==> src/rtl/exc_sched.sv <==
// exc_sched: commit-point arbiter and sequencer for exceptions, interrupts and ERTN towards the CSR file.
// Optional BADV update path is compiled in when EXC_BADV_EN is defined.
`timescale 1ns/1ps
module exc_sched #(
   parameter int DRAIN_CYCLES = 2
) (
   input  logic        clk,
   input  logic        resetn,
   input  logic        cmt_valid,
   output logic        cmt_ready,
   input  logic [31:0] cmt_pc,
   input  logic [5:0]  cmt_exc,
   input  logic        cmt_ertn,
   input  logic [31:0] cmt_badv,
   input  logic        int_pending,
   output logic        cmt_retire,
   output logic        exc_signal,
   output logic        ertn_signal,
   output logic [5:0]  exc_ecode,
   output logic [8:0]  exc_esubcode,
   output logic [31:0] exc_pc,
   output logic        flush,
   output logic        redirect_req,
   input  logic        redirect_ack,
   output logic        exc_badv_we,
   output logic [31:0] exc_badv
);

   typedef enum logic [1:0] {IDLE, TRAP, REDIRECT, DRAIN} state_t;

   localparam logic [5:0] ECODE_INT = 6'h00;
   localparam logic [5:0] ECODE_ADE = 6'h08;
   localparam logic [5:0] ECODE_ALE = 6'h09;
   localparam logic [5:0] ECODE_SYS = 6'h0B;
   localparam logic [5:0] ECODE_BRK = 6'h0C;
   localparam logic [5:0] ECODE_INE = 6'h0D;
   localparam logic [3:0] DRAIN_LOAD = (DRAIN_CYCLES > 0) ? 4'(DRAIN_CYCLES - 1) : 4'd0;

   state_t      state, state_nxt;
   logic [3:0]  drain_cnt;
   logic        accept;
   logic        sel_exc, sel_ertn, sel_badv;
   logic [5:0]  sel_ecode;
   logic [8:0]  sel_sub;
   logic [31:0] sel_badv_val;
   logic        is_exc_p1, is_ertn_p1;

   // Event arbitration on the commit slot: interrupt first, then the exception flags, then ERTN.
   always_comb begin
      sel_exc      = 1'b1;
      sel_ertn     = 1'b0;
      sel_badv     = 1'b0;
      sel_ecode    = ECODE_INT;
      sel_sub      = 9'd0;
      sel_badv_val = cmt_badv;
      if (int_pending) begin
         sel_ecode = ECODE_INT;
      end else if (cmt_exc[0]) begin
         sel_ecode    = ECODE_ADE;
         sel_badv     = 1'b1;
         sel_badv_val = cmt_pc;
      end else if (cmt_exc[1]) begin
         sel_ecode = ECODE_INE;
      end else if (cmt_exc[2]) begin
         sel_ecode = ECODE_BRK;
      end else if (cmt_exc[3]) begin
         sel_ecode = ECODE_SYS;
      end else if (cmt_exc[4]) begin
         sel_ecode = ECODE_ALE;
         sel_badv  = 1'b1;
      end else if (cmt_exc[5]) begin
         sel_ecode = ECODE_ADE;
         sel_sub   = 9'd1;
         sel_badv  = 1'b1;
      end else begin
         sel_exc  = 1'b0;
         sel_ertn = cmt_ertn;
      end
   end

   assign accept     = cmt_valid & cmt_ready;
   assign cmt_retire = accept & ~sel_exc & ~sel_ertn;

   always_ff @(posedge clk) begin
      if (!resetn) begin
         state        <= IDLE;
         drain_cnt    <= 4'd0;
         is_exc_p1    <= 1'b0;
         is_ertn_p1   <= 1'b0;
         exc_ecode    <= 6'd0;
         exc_esubcode <= 9'd0;
         exc_pc       <= 32'd0;
      end else begin
         state <= state_nxt;
         if (accept & (sel_exc | sel_ertn)) begin
            is_exc_p1    <= sel_exc;
            is_ertn_p1   <= sel_ertn;
            exc_ecode    <= sel_ecode;
            exc_esubcode <= sel_sub;
            exc_pc       <= cmt_pc;
         end
         if (state == REDIRECT && redirect_ack)
            drain_cnt <= DRAIN_LOAD;
         else if (state == DRAIN && drain_cnt != 4'd0)
            drain_cnt <= drain_cnt - 4'd1;
      end
   end

   always_comb begin
      state_nxt    = state;
      cmt_ready    = 1'b0;
      exc_signal   = 1'b0;
      ertn_signal  = 1'b0;
      flush        = 1'b0;
      redirect_req = 1'b0;
      case (state)
         IDLE: begin
            cmt_ready = 1'b1;
            if (accept & (sel_exc | sel_ertn))
               state_nxt = TRAP;
         end
         TRAP: begin
            exc_signal  = is_exc_p1;
            ertn_signal = is_ertn_p1;
            flush       = 1'b1;
            state_nxt   = REDIRECT;
         end
         REDIRECT: begin
            redirect_req = 1'b1;
            flush        = 1'b1;
            if (redirect_ack)
               state_nxt = (DRAIN_CYCLES == 0) ? IDLE : DRAIN;
         end
         DRAIN: begin
            flush = 1'b1;
            if (drain_cnt == 4'd0)
               state_nxt = IDLE;
         end
         default: state_nxt = IDLE;
      endcase
   end

`ifdef EXC_BADV_EN
   logic badv_we_p1;

   always_ff @(posedge clk) begin
      if (!resetn) begin
         badv_we_p1 <= 1'b0;
         exc_badv   <= 32'd0;
      end else if (accept & (sel_exc | sel_ertn)) begin
         badv_we_p1 <= sel_exc & sel_badv;
         if (sel_exc & sel_badv)
            exc_badv <= sel_badv_val;
      end
   end

   assign exc_badv_we = (state == TRAP) & badv_we_p1;
`else
   logic unused_badv;
   assign unused_badv = ^{cmt_badv, sel_badv, sel_badv_val};
   assign exc_badv_we = 1'b0;
   assign exc_badv    = 32'd0;
`endif

endmodule

==> config.mk <==
export PLATFORM = sky130hd
export DESIGN_NAME = exc_sched
export DESIGN_NICKNAME = d
export VERILOG_FILES = /design/src/rtl/exc_sched.sv
export SDC_FILE = /design/constraint.sdc
export NUM_CORES = 1
export LEC_CHECK = 0
export CORE_MARGIN = 3
export CORE_UTILIZATION = 37
export DETAILED_ROUTE_END_ITERATION = 10
export PLACE_DENSITY = 0.84
export SETUP_SLACK_MARGIN = 0.4
export SLEW_MARGIN = 30
export SYNTH_ARGS = -nofsm -noshare
export SYNTH_HDL_FRONTEND = slang
export SYNTH_SLANG_ARGS = --single-unit
==> constraint.sdc <==
create_clock -name clk -period 2.3 [get_ports clk]
set_input_delay 0.23 -clock clk [delete_from_list [all_inputs] [get_ports clk]]
set_output_delay 0.23 -clock clk [all_outputs]
set_load 0.05 [all_outputs]
# == After elaboration in Yosys (flattened, before gate mapping) ==
# Index checks and enable logic that the tools add are counted.
# word_totals
word_cells,71
romBits,0
regBits,55
latchBits,0
output_inout_bits,86
n_memories,0
ramBits,0
# classes
order_cmp,0
n_mul,0
div_mod_pow,0
mux,39
n_bitwise,8
eq_ne,6
reduce_logical,9
n_addsub,1
n_shift,0
# op_table
cell,count
1-bit two-way mux,28
4-bit two-way mux,7
2-bit case mux with 4 select lines,1
2-bit two-way mux,3
1-bit AND,4
2-bit == test (second input constant),2
4-bit zero test,1
2-bit != test (second input constant),2
4-bit nonzero test,1
4-bit by 1-bit subtractor with 4-bit output (second input constant),1
1-bit NOT,3
3-bit AND reduction,1
3-bit OR reduction,1
2-bit by 1-bit == test with 1-bit output (second input constant),1
1-bit logical AND,2
2-bit zero test,1
2-bit by 1-bit != test with 1-bit output (second input constant),1
2-bit nonzero test,1
2-bit OR reduction,1
1-bit OR,1

# == Longest topological paths before layout ==
# Gate-level depths: netlist (run 1).
# depth
word_depth,11
depth_mapped,7
mapped_depth_nobuf,6

# == Least setup slack after synthesis (run 1) ==
# Ideal clock, no wire load.
# synth_path
path_type,register -> output
from,register state[0]
to,output cmt_retire
slack_ns,-0.666
n_path_buf,0
required_ns,2.070
path_stages_with_launch,5
arrival_ns,2.736
cell_sequence,dfxtp_1 > inv_1 > ha_1 > nand2_1 > nor4_1
# synth_between
elab_chain_cells,5
# synth_lines
element,line_no,text
start: declaration,39,"state_t state, state_nxt;"
start signal: assignment,94,state <= state_nxt;
2-bit zero test,116,case (state)
1-bit two-way mux,116,
via cmt_ready,10,"output logic cmt_ready,"
1-bit AND,81,assign accept = cmt_valid & cmt_ready;
1-bit AND (2 in a row),82,assign cmt_retire = accept & ~sel_exc & ~sel_ertn;
end: declaration,16,"output logic cmt_retire,"
# The timed path passes the listed nets, and every way through them passes these cells.

# == Final worst setup path (run 1) ==
# layout_path
from,input cmt_exc[3]
to,output cmt_retire
# layout_between
elab_chain_cells,8
# layout_lines
element,line_no,text
start: declaration,12,"input logic [5:0] cmt_exc,"
1-bit two-way mux,66,end else if (cmt_exc[3]) begin
1-bit two-way mux,64,end else if (cmt_exc[2]) begin
1-bit two-way mux,62,end else if (cmt_exc[1]) begin
1-bit two-way mux,58,end else if (cmt_exc[0]) begin
1-bit two-way mux,56,if (int_pending) begin
1-bit NOT,82,
1-bit AND,82,
1-bit AND *,82,
# Mark *: on every way between the ends. The rest lies on a longest branch, timed or not.

==> out/qor.csv, run 1 <==
metric;value;unit
Final Net Count;431;
Starting DRT DRC Count;84;
leakage power;0.00118;uW
CP Depth;5;
fin. max-slew vios;0;
Cell Chain, Critical Path;clkdlybuf4s50_1 -> nor2_4 -> nand3_1 -> nor4_4 -> buf_12;
Slew @ Worst Pin;526;ps
critical path data arrival time;1610;ps
number of I/O pins;162;
Critical path buffers and inverters;2;
H-tree lvl count;2;
synth unique cells;36;
Final Skew;6.50;ps
Die W;82.9;um
Core Area;5610;um^2
Area growth, synth to finish;39.7;%
met3 routed wirelength;444;um
synthesized area per cell;8.08;um^2
first-pass GRT wire length;8180;um
# hold bufs at CTS;0;
Tcrit/Tclk final;0.801;
Rel. slew slack;0.648;
Most used DFF post-synth;dfxtp_1;
Worst setup EP type;output port;
status;completed;
post-CTS setup buffers;0;
total iterations of the first detailed-routing run;4;
VDD IR max;756;uV
I/O Buffers;86;
Adder-Cell Fraction of Synth Area;0.0286;
yosys warns;0;
CP Max Fanout;5;
utilization after layout;0.545;
diode count;0;
Startpoint Class;primary input;
clk_lat worst skew;280;ps
Post-Synth XOR/XNOR Area;0.0120;
Post-DRT Antenna Nets;0;
clk buf depth;2;
cell count after synthesis;271;
worst-case reg-to-reg path depth;7;
Period minus WS final;1840;ps
post-DR vias/cell;4.55;
Site Rows;27;
routed vias;1915;
Min-Delay Path Class;flop to flop;
DRC viols;0;
CTS root buffer;clkbuf_8;
FF+latch count, synth;45;
Setup Crit Path Kind;primary input to output port;
Post-synth EDFFs;0;
total design power;3060;uW
post-synthesis mux area share;0.00457;
gr ovfl total;0;
final hold viol count;0;
Die ar.;6880;um^2
final WL;4870;um
TritonCTS Buffers;5;
Synth Area in Compound Gates;0.142;
Async SR Flop Fraction;0;
Pwr Density;999;nW/um^2
routability cong.;0.774;
die height;82.9;um
Final setup violation count;0;
FMAX;0.543;GHz
CTS tree;yes;
unrepaired setup endpoints after global routing;no;
post-detail-place hpwl;3610;um
Critical-path top delay cell;clkdlybuf4s50_1;
top layer in use;met4;
Seq/Total Area, Yosys;0.411;
layout cells sized above 1;0.0516;
met2 wire length;2420;um
largest net degree at the start of global routing;73;
vias in the first global route;1800;
clock transition at the registers of the reported paths;80;ps
delay-heaviest family, CP;simple AND/OR/NAND/NOR gates;
Post-Syn Area;2190;um^2
Tot GR Track Use;0.139;
post-synthesis simple-gate area fraction;0.205;
Avg WL per Cell;11.6;um
initial core utilization;0.390;
Max Cap Viol;0;
worst path required time;2070;ps
initial antenna violation count;0;
slowest stage delay, CP;480;ps
largest family of logic cells by synthesized area;simple AND/OR/NAND/NOR gates;
hold path depth;2;
Setup TNS Final;0;ps
clk sinks;45;
WL met1;1950;um
==> metal layers <==
metal  vias up  GRT usage
met5         -          0
met1       852      0.154
met2        76      0.245
met4         0     0.0312
li1        981          -
met3         6     0.0635
==> cells by family after synthesis <==
| logic type | Yosys count |
|---|---|
| and+or+nand+nor | 99 |
| other | 1 |
| buffers and inverters | 66 |
| DFF | 45 |
| muxes | 1 |
| adders and majority gates | 5 |
| xor gates and xnor gates | 3 |
| AOI/OAI and AO/OA | 51 |
==> worst register-to-register path, delay by kind of cell, from the launching register on <==
family,cells,cell delay (ps)
AO/OA/AOI/OAI,3,520
adder cells (fa/ha/maj),1,180
buffers and inverters,2,390
flip-flops,1,350
AND/OR/NAND/NOR,1,180
==> stage by stage <==
stage | setup slack (ps) | std cells | hold WS [ps] | instance area, um^2
final | 458 | 421 | 454 | 3060
after global routing | 387 | 421 | 484 | 3060
after CTS | 420 | 421 | 446 | 3050
after detailed placement | 391 | 415 | 447 | 2980
after global placement | 425 | 415 | 438 | 2980
after floorplan | 486 | 313 | 360 | 2370
==> flip-flops by register name (all words and copies together), names as in the netlist <==
| name | flops |
|---|---|
| exc_pc | 32 |
| drain_cnt | 4 |
| exc_ecode | 4 |
| state | 2 |
| exc_esubcode | 1 |
| is_ertn_p1 | 1 |
| is_exc_p1 | 1 |
==> where the power goes <==
part           switching [uW]  internal, uW
clock                     242           200
sequential               81.8           932
combinational            1110           489
total                    1430          1620
==> timing repair <==
item | in CTS | in global routing
pin swaps | 1 | 0
gates resized for setup | 8 | 4
endpoints found under the setup margin | 6 | 2
hold endpoints to repair | 0 | 0
==> cells in the mapped netlist, types with 2 or more instances <==
master / n / area share
ha_1: 5 / 0.029
and3_1: 3 / 0.0086
nor2_1: 10 / 0.017
o21ai_1: 2 / 0.0046
inv_1: 7 / 0.012
nor4_1: 2 / 0.0057
o21ai_0: 35 / 0.080
and2_1: 3 / 0.0086
xnor2_1: 2 / 0.0080
clkbuf_1: 6 / 0.010
a21boi_0: 2 / 0.0069
buf_4: 46 / 0.16
dfxtp_1: 45 / 0.41
nand3_1: 35 / 0.080
buf_2: 4 / 0.0091
clkbuf_2: 2 / 0.0046
nand2_1: 42 / 0.072
a211oi_1: 2 / 0.0069
==> area by class of cell <==
class | instances | area (um^2)
clock buffers | 5 | 68.8
clock inverters | 1 | 5.00
fillers | 522 | 2550
inverters | 7 | 26.3
multi-input cells | 202 | 1060
flip-flops and latches | 45 | 901
well taps | 72 | 90.1
repair buffers | 89 | 903
==> final timing paths <==
path / startpoint / end / slack [ps]
min reg2reg: exc_pc[4] / exc_pc[4] / 450
min: exc_pc[4] / exc_pc[4] / 450
max: cmt_exc[3] / cmt_retire / 460
max reg2reg: state[0] / exc_ecode[0] / 610
==> cells in the final DEF, fill, tap and decap left out, drive strengths merged, types with 2 or more instances in the layout <==
cell type | netlist | layout
xnor2 | 2 | 2
nand3 | 35 | 35
nor2 | 10 | 10
inv | 7 | 7
buf | 51 | 5
and2 | 3 | 3
a211oi | 2 | 2
dlygate4sd2 | 0 | 4
ha | 5 | 5
clkbuf | 8 | 6
conb | 1 | 43
o21ai | 37 | 37
nor4 | 2 | 2
a21boi | 2 | 2
dfxtp | 45 | 45
and3 | 3 | 3
clkdlybuf4s50 | 0 | 79
nand2 | 42 | 42
No activity file was read; power rests on OpenSTA's default activity.
==> inputs of run 2 (changes only) <==
- CORE_UTILIZATION: 37 -> 31
- PLACE_DENSITY: 0.84 -> 0.75
- clock period: 2.3 -> 1.58 ns (I/O delays scaled with it)
==> out/qor.csv, run 2 (synthesis gave the netlist of run 1 again) <==
metric;value;unit;change
Die W;90.0;um;+8.6%
DRC viols;0;;unchanged
Seq pwr share;0.250;;-0.082
pre-CTS WS;-184;ps;-575 ps
Avg WL per Cell;12.5;um;+8.0%
post-detail-place hpwl;4140;um;+15%
Core Area;6830;um^2;+22%
CP Max Fanout;3;;-2
final WL;6040;um;+24%
RR Startpoint;state[1];;
Max Cap Viol;0;;unchanged
hold path depth;3;;+1
Worst setup EP type;flop;;
slowest stage delay, CP;340;ps;-140 ps
post-DR vias/cell;4.38;;-3.7%
r2r endpoint;state[1];;
Tcrit/Tclk final;0.991;;
Cell Chain, Critical Path;buf_4 -> buf_6 -> ha_2 -> inv_2 -> o22ai_2 -> a311oi_1 -> buf_4 -> mux2i_1;;
vias in the first global route;1977;;+9.8%
clk sinks;45;;unchanged
Final Net Count;469;;+8.8%
final worst slack;14.6;ps;-444 ps
Rel. slew slack;0.659;;+0.0103
diode count;0;;unchanged
critical path data arrival time;1790;ps;+180 ps
Setup Crit Path Kind;flop to flop;;
gr ovfl total;0;;unchanged
clock power share;0.122;;-0.023
worst path required time;1800;ps;-270 ps
Period minus WS final;1570;ps;
Site Rows;30;;+11%
total design power;5980;uW;+96%
initial core utilization;0.321;;-0.0699
Top reg by flops;exc_pc;;
clock transition at the registers of the reported paths;90;ps;about the same
largest net degree at the start of global routing;33;;-55%
Critical-path top delay cell;dfxtp_2;;
leakage power;0.00158;uW;+34%
top flop regs;exc_pc: 32 flops, drain_cnt: 4 flops, exc_ecode: 4 flops;;
total iterations of the first detailed-routing run;4;;unchanged
Comb pwr share;0.628;;+0.105
TritonCTS Buffers;5;;unchanged
Starting DRT DRC Count;47;;-44%
routability cong.;0.763;;-1.5%
Area growth, synth to finish;77.5;%;
Pwr Density;1540;nW/um^2;+54%
VDD IR max;807;uV;+6.8%
most frequent cells in the layout;buf_4, conb_1, clkdlybuf4s50_1;;
Hold Path Sink;exc_ecode[2];;
number of I/O pins;162;;unchanged
clk buf depth;2;;unchanged
FMAX;0.639;GHz;
layout cells sized above 1;0.441;;+0.389
Startpoint Class;flop;;
Setup TNS Final;0;ps;unchanged
final hold viol count;0;;unchanged
H-tree lvl count;2;;unchanged
internal power;3370;uW;+110%
max reg flops;32;;unchanged
HP Start;resetn;;
Hold WS;277;ps;-178 ps
I/O Buffers;86;;unchanged
Slew @ Worst Pin;507;ps;-18.5 ps
Final setup violation count;0;;unchanged
sw frac;0.435;;-0.0340
Tot GR Track Use;0.136;;-0.00310
Sw Pwr;2600;uW;+81%
routed vias;2121;;+11%
Min-Delay Path Class;primary input to flop;;
multi-input logic area;1370;um^2;+28%
status;completed;;
CP dominant cell by count;buf_4;;
Post-DRT Antenna Nets;0;;unchanged
die height;90.0;um;+8.6%
first-pass GRT wire length;9260;um;+13%
CTS root buffer;clkbuf_8;;
unrepaired setup endpoints after global routing;yes;;
clk_lat worst skew;290;ps;about the same
most common cell after layout, fill and taps aside;buf_4;;
initial antenna violation count;0;;unchanged
fillers;610;;+17%
Die ar.;8110;um^2;+18%
fin. max-slew vios;0;;unchanged
area occupied by registers;907;um^2;+0.69%
CTS tree;yes;;
Worst R2R Setup Slack;10;ps;-600 ps
worst-case reg-to-reg path depth;8;;+1
Final Skew;11.8;ps;+5.29 ps
run 2: power by group through the flow:
stage / registers, uW / logic [uW] / clock network, uW
2_1_floorplan: 2120 / 1400 / 0
3_3_place_gp: 1520 / 2730 / 0
3_5_place_dp: 1520 / 2770 / 0
4_1_cts: 1490 / 3360 / 767
5_1_grt: 1520 / 3960 / 796
6_report: 1490 / 3760 / 729
run 2: layout make-up:
cell class | count | share of cell area
Timing Repair Buffer | 127 | 0.353
Multi-Input combinational cell | 202 | 0.351
Sequential cell | 45 | 0.233
Tap cell | 96 | 0.0309
Clock buffer | 6 | 0.0212
Inverter | 7 | 0.00837
Clock inverter | 1 | 0.00193
run 2: routing by layer:
layer,vias up,wire length (um),track usage
met5,-,0,0
met4,0,30,0.0344
met3,2,467,0.0510
met2,80,3100,0.236
met1,983,2440,0.158
li1,1056,-,-
run 2: metrics by stage:
stage,area [um^2],util,std cells
after floorplan,2590,-,313
after global placement,3290,0.481,457
after detailed placement,3290,0.481,457
after CTS,3650,0.534,474
after global routing,3890,0.569,484
final,3890,0.569,484
run 2: what timing repair did:
action	4_1_cts	5_1_grt
hold buffers	0	0
pin swaps	6	25
resized for setup	31	31
gates cloned	3	2
setup endpoints to repair	50	51
setup buffers	7	8
run 2: how the worst max path moves through the flow:
stage,start,endpoint,depth (start not counted)
after CTS,state[0],cmt_retire,5
after global routing,state[1],state[1],8
after floorplan,state[1],cmt_retire,4
after detailed placement,cmt_ertn,exc_pc[24],6
after global placement,cmt_ertn,exc_pc[5],5
final,state[1],state[1],8
run 2: critical path: cells and delay by family, from the launching register on:
| kind | cells | cell delay (ps) |
|---|---|---|
| muxes | 1 | 160 |
| DFF | 1 | 340 |
| buffers and inverters | 4 | 480 |
| AOI/OAI and AO/OA | 2 | 340 |
| adders and majority gates | 1 | 180 |
==> inputs of run 3 (changes only) <==
- CTS_CLUSTER_SIZE: not set -> 40
- REMOVE_ABC_BUFFERS: not set -> 1
==> out/qor.csv, run 3 (synthesis gave the netlist of run 1 again) <==
metric;value;unit;change
Pwr Density;1590;nW/um^2;+3.4%
diode count;0;;unchanged
Top reg by flops;exc_pc;;
DRC viols;0;;unchanged
CP Max Fanout;4;;+1
H-tree lvl count;2;;unchanged
number of I/O pins;162;;unchanged
Area after DPL;3090;um^2;-5.8%
CTS root buffer;clkbuf_8;;
CTS tree;yes;;
Post-DRT Antenna Nets;0;;unchanged
die height;90.0;um;unchanged
Cell Chain, Critical Path;inv_2 -> ha_4 -> buf_6 -> buf_6 -> inv_4 -> o22ai_4 -> a311oi_2 -> buf_4 -> mux2i_1;;
Critical-path top delay cell;dfxtp_2;;
initial core utilization;0.321;;unchanged
largest net degree at the start of global routing;55;;+67%
delay-heaviest family, CP;buffers and inverters;;
FMAX;0.633;GHz;-0.92%
final hold viol count;0;;unchanged
unrepaired setup endpoints after global routing;yes;;
first-pass GRT wire length;10100;um;+9.0%
TritonCTS Buffers;5;;unchanged
Die ar.;8110;um^2;unchanged
Area growth, synth to finish;89.3;%;
Final Net Count;482;;+2.8%
gr ovfl total;0;;unchanged
final worst slack;0.0399;ps;-14.5 ps
critical path data arrival time;1800;ps;about the same
fin. max-slew vios;0;;unchanged
Startpoint Class;flop;;
top flop regs;exc_pc: 32 flops, drain_cnt: 4 flops, exc_ecode: 4 flops;;
Final Instance Count excl. Fillers;498;;+2.9%
worst path required time;1800;ps;about the same
most common cell after layout, fill and taps aside;buf_4;;
Tot GR Track Use;0.150;;+0.0134
fillers;570;;-6.6%
# hold bufs at CTS;0;;unchanged
Die W;90.0;um;unchanged
clk sinks;45;;unchanged
Setup TNS Final;0;ps;unchanged
clock transition at the registers of the reported paths;80;ps;about the same
Tcrit/Tclk final;1.00;;+0.00921
clk_lat worst skew;300;ps;about the same
Core Area;6830;um^2;unchanged
VDD IR max;912;uV;+13%
Min-Delay Path Class;primary input to flop;;
slowest stage delay, CP;350;ps;about the same
status;completed;;
Setup Crit Path Kind;flop to flop;;
Hold WS;173;ps;-104 ps
Site Rows;30;;unchanged
post-DR vias/cell;4.53;;+3.4%
Critical path buffers and inverters;5;;+1
clk buf depth;2;;unchanged
most frequent cells in the layout;buf_4, conb_1, dfxtp_1;;
leakage power;0.00172;uW;+8.4%
Worst setup EP type;flop;;
Post-Layout Inst Area;4150;um^2;+6.7%
I/O Buffers;86;;unchanged
Final setup violation count;0;;unchanged
Starting DRT DRC Count;59;;+26%
post-detail-place hpwl;3850;um;-6.9%
pre-CTS WS;-88.1;ps;+96.4 ps
layout cells sized above 1;0.453;;+0.0120
CP dominant cell by count;buf_6;;
Avg WL per Cell;14.1;um;+13%
initial antenna violation count;0;;unchanged
routed vias;2256;;+6.4%
total iterations of the first detailed-routing run;4;;unchanged
Max Cap Viol;0;;unchanged
vias in the first global route;2140;;+8.2%
Period minus WS final;1580;ps;+14.5 ps
Final Skew;5.81;ps;-5.97 ps
placed instance count;460;;+0.66%
final WL;7040;um;+16%
routability cong.;0.750;;-1.7%
max reg flops;32;;unchanged
run 3: cell count changes in the layout (fill, tap and decap cells not counted), moves of 3 or more:
cell | before | now
buf_6 | 6 | 13
nand3_4 | 0 | 5
buf_16 | 4 | 7
o21ai_1 | 22 | 27
clkdlybuf4s50_1 | 42 | 38
buf_4 | 57 | 60
nand3_2 | 34 | 29
o21ai_2 | 14 | 10
dlymetal6s2s_1 | 0 | 4
run 3: final cells by class:
cell class | count | area [um^2] | share of cell area
clock inverters | 1 | 7.51 | 0.00181
well taps | 96 | 120 | 0.0290
repair buffers | 140 | 1570 | 0.379
inverters | 7 | 33.8 | 0.00815
clock buffers | 7 | 76.3 | 0.0184
flip-flops and latches | 45 | 906 | 0.219
multi-input cells | 202 | 1430 | 0.345
run 3: per-layer routing:
metal	vias up	routed length, um	global-route usage
met5	-	0	0
met1	1062	2680	0.171
li1	1090	-	-
met4	0	109	0.0510
met3	12	499	0.0460
met2	92	3750	0.264
run 3: worst min-delay path: stages:
cell and delay (ps):
dlymetal6s2s_1 100, nand4_1 100, o21ai_1 70
run 3: final timing paths:
path               from           end  slack [ps]  cells after the start
max            state[0]      state[1]        0.04                      9
min          cmt_exc[3]  exc_ecode[1]         170                      3
max reg2reg    state[0]      state[1]        0.04                      9
min reg2reg   exc_pc[8]     exc_pc[8]         450                      2
run 3: timing repair:
action                     in CTS  in global routing
pin swaps                      24                 38
gates resized for setup        87                 73
setup endpoints to repair      50                 51
gates cloned                    7                  2
setup buffers                  12                  9
run 3: stage by stage:
step / total power, uW / util
after floorplan: 3050 / -
after global placement: 4070 / 0.453
after detailed placement: 4100 / 0.453
after CTS: 6050 / 0.551
after global routing: 6870 / 0.607
final: 6590 / 0.607
run 3: where the power goes:
part	internal, uW	switching [uW]
clock network	314	397
registers	1360	127
logic	2070	2320
total	3740	2850
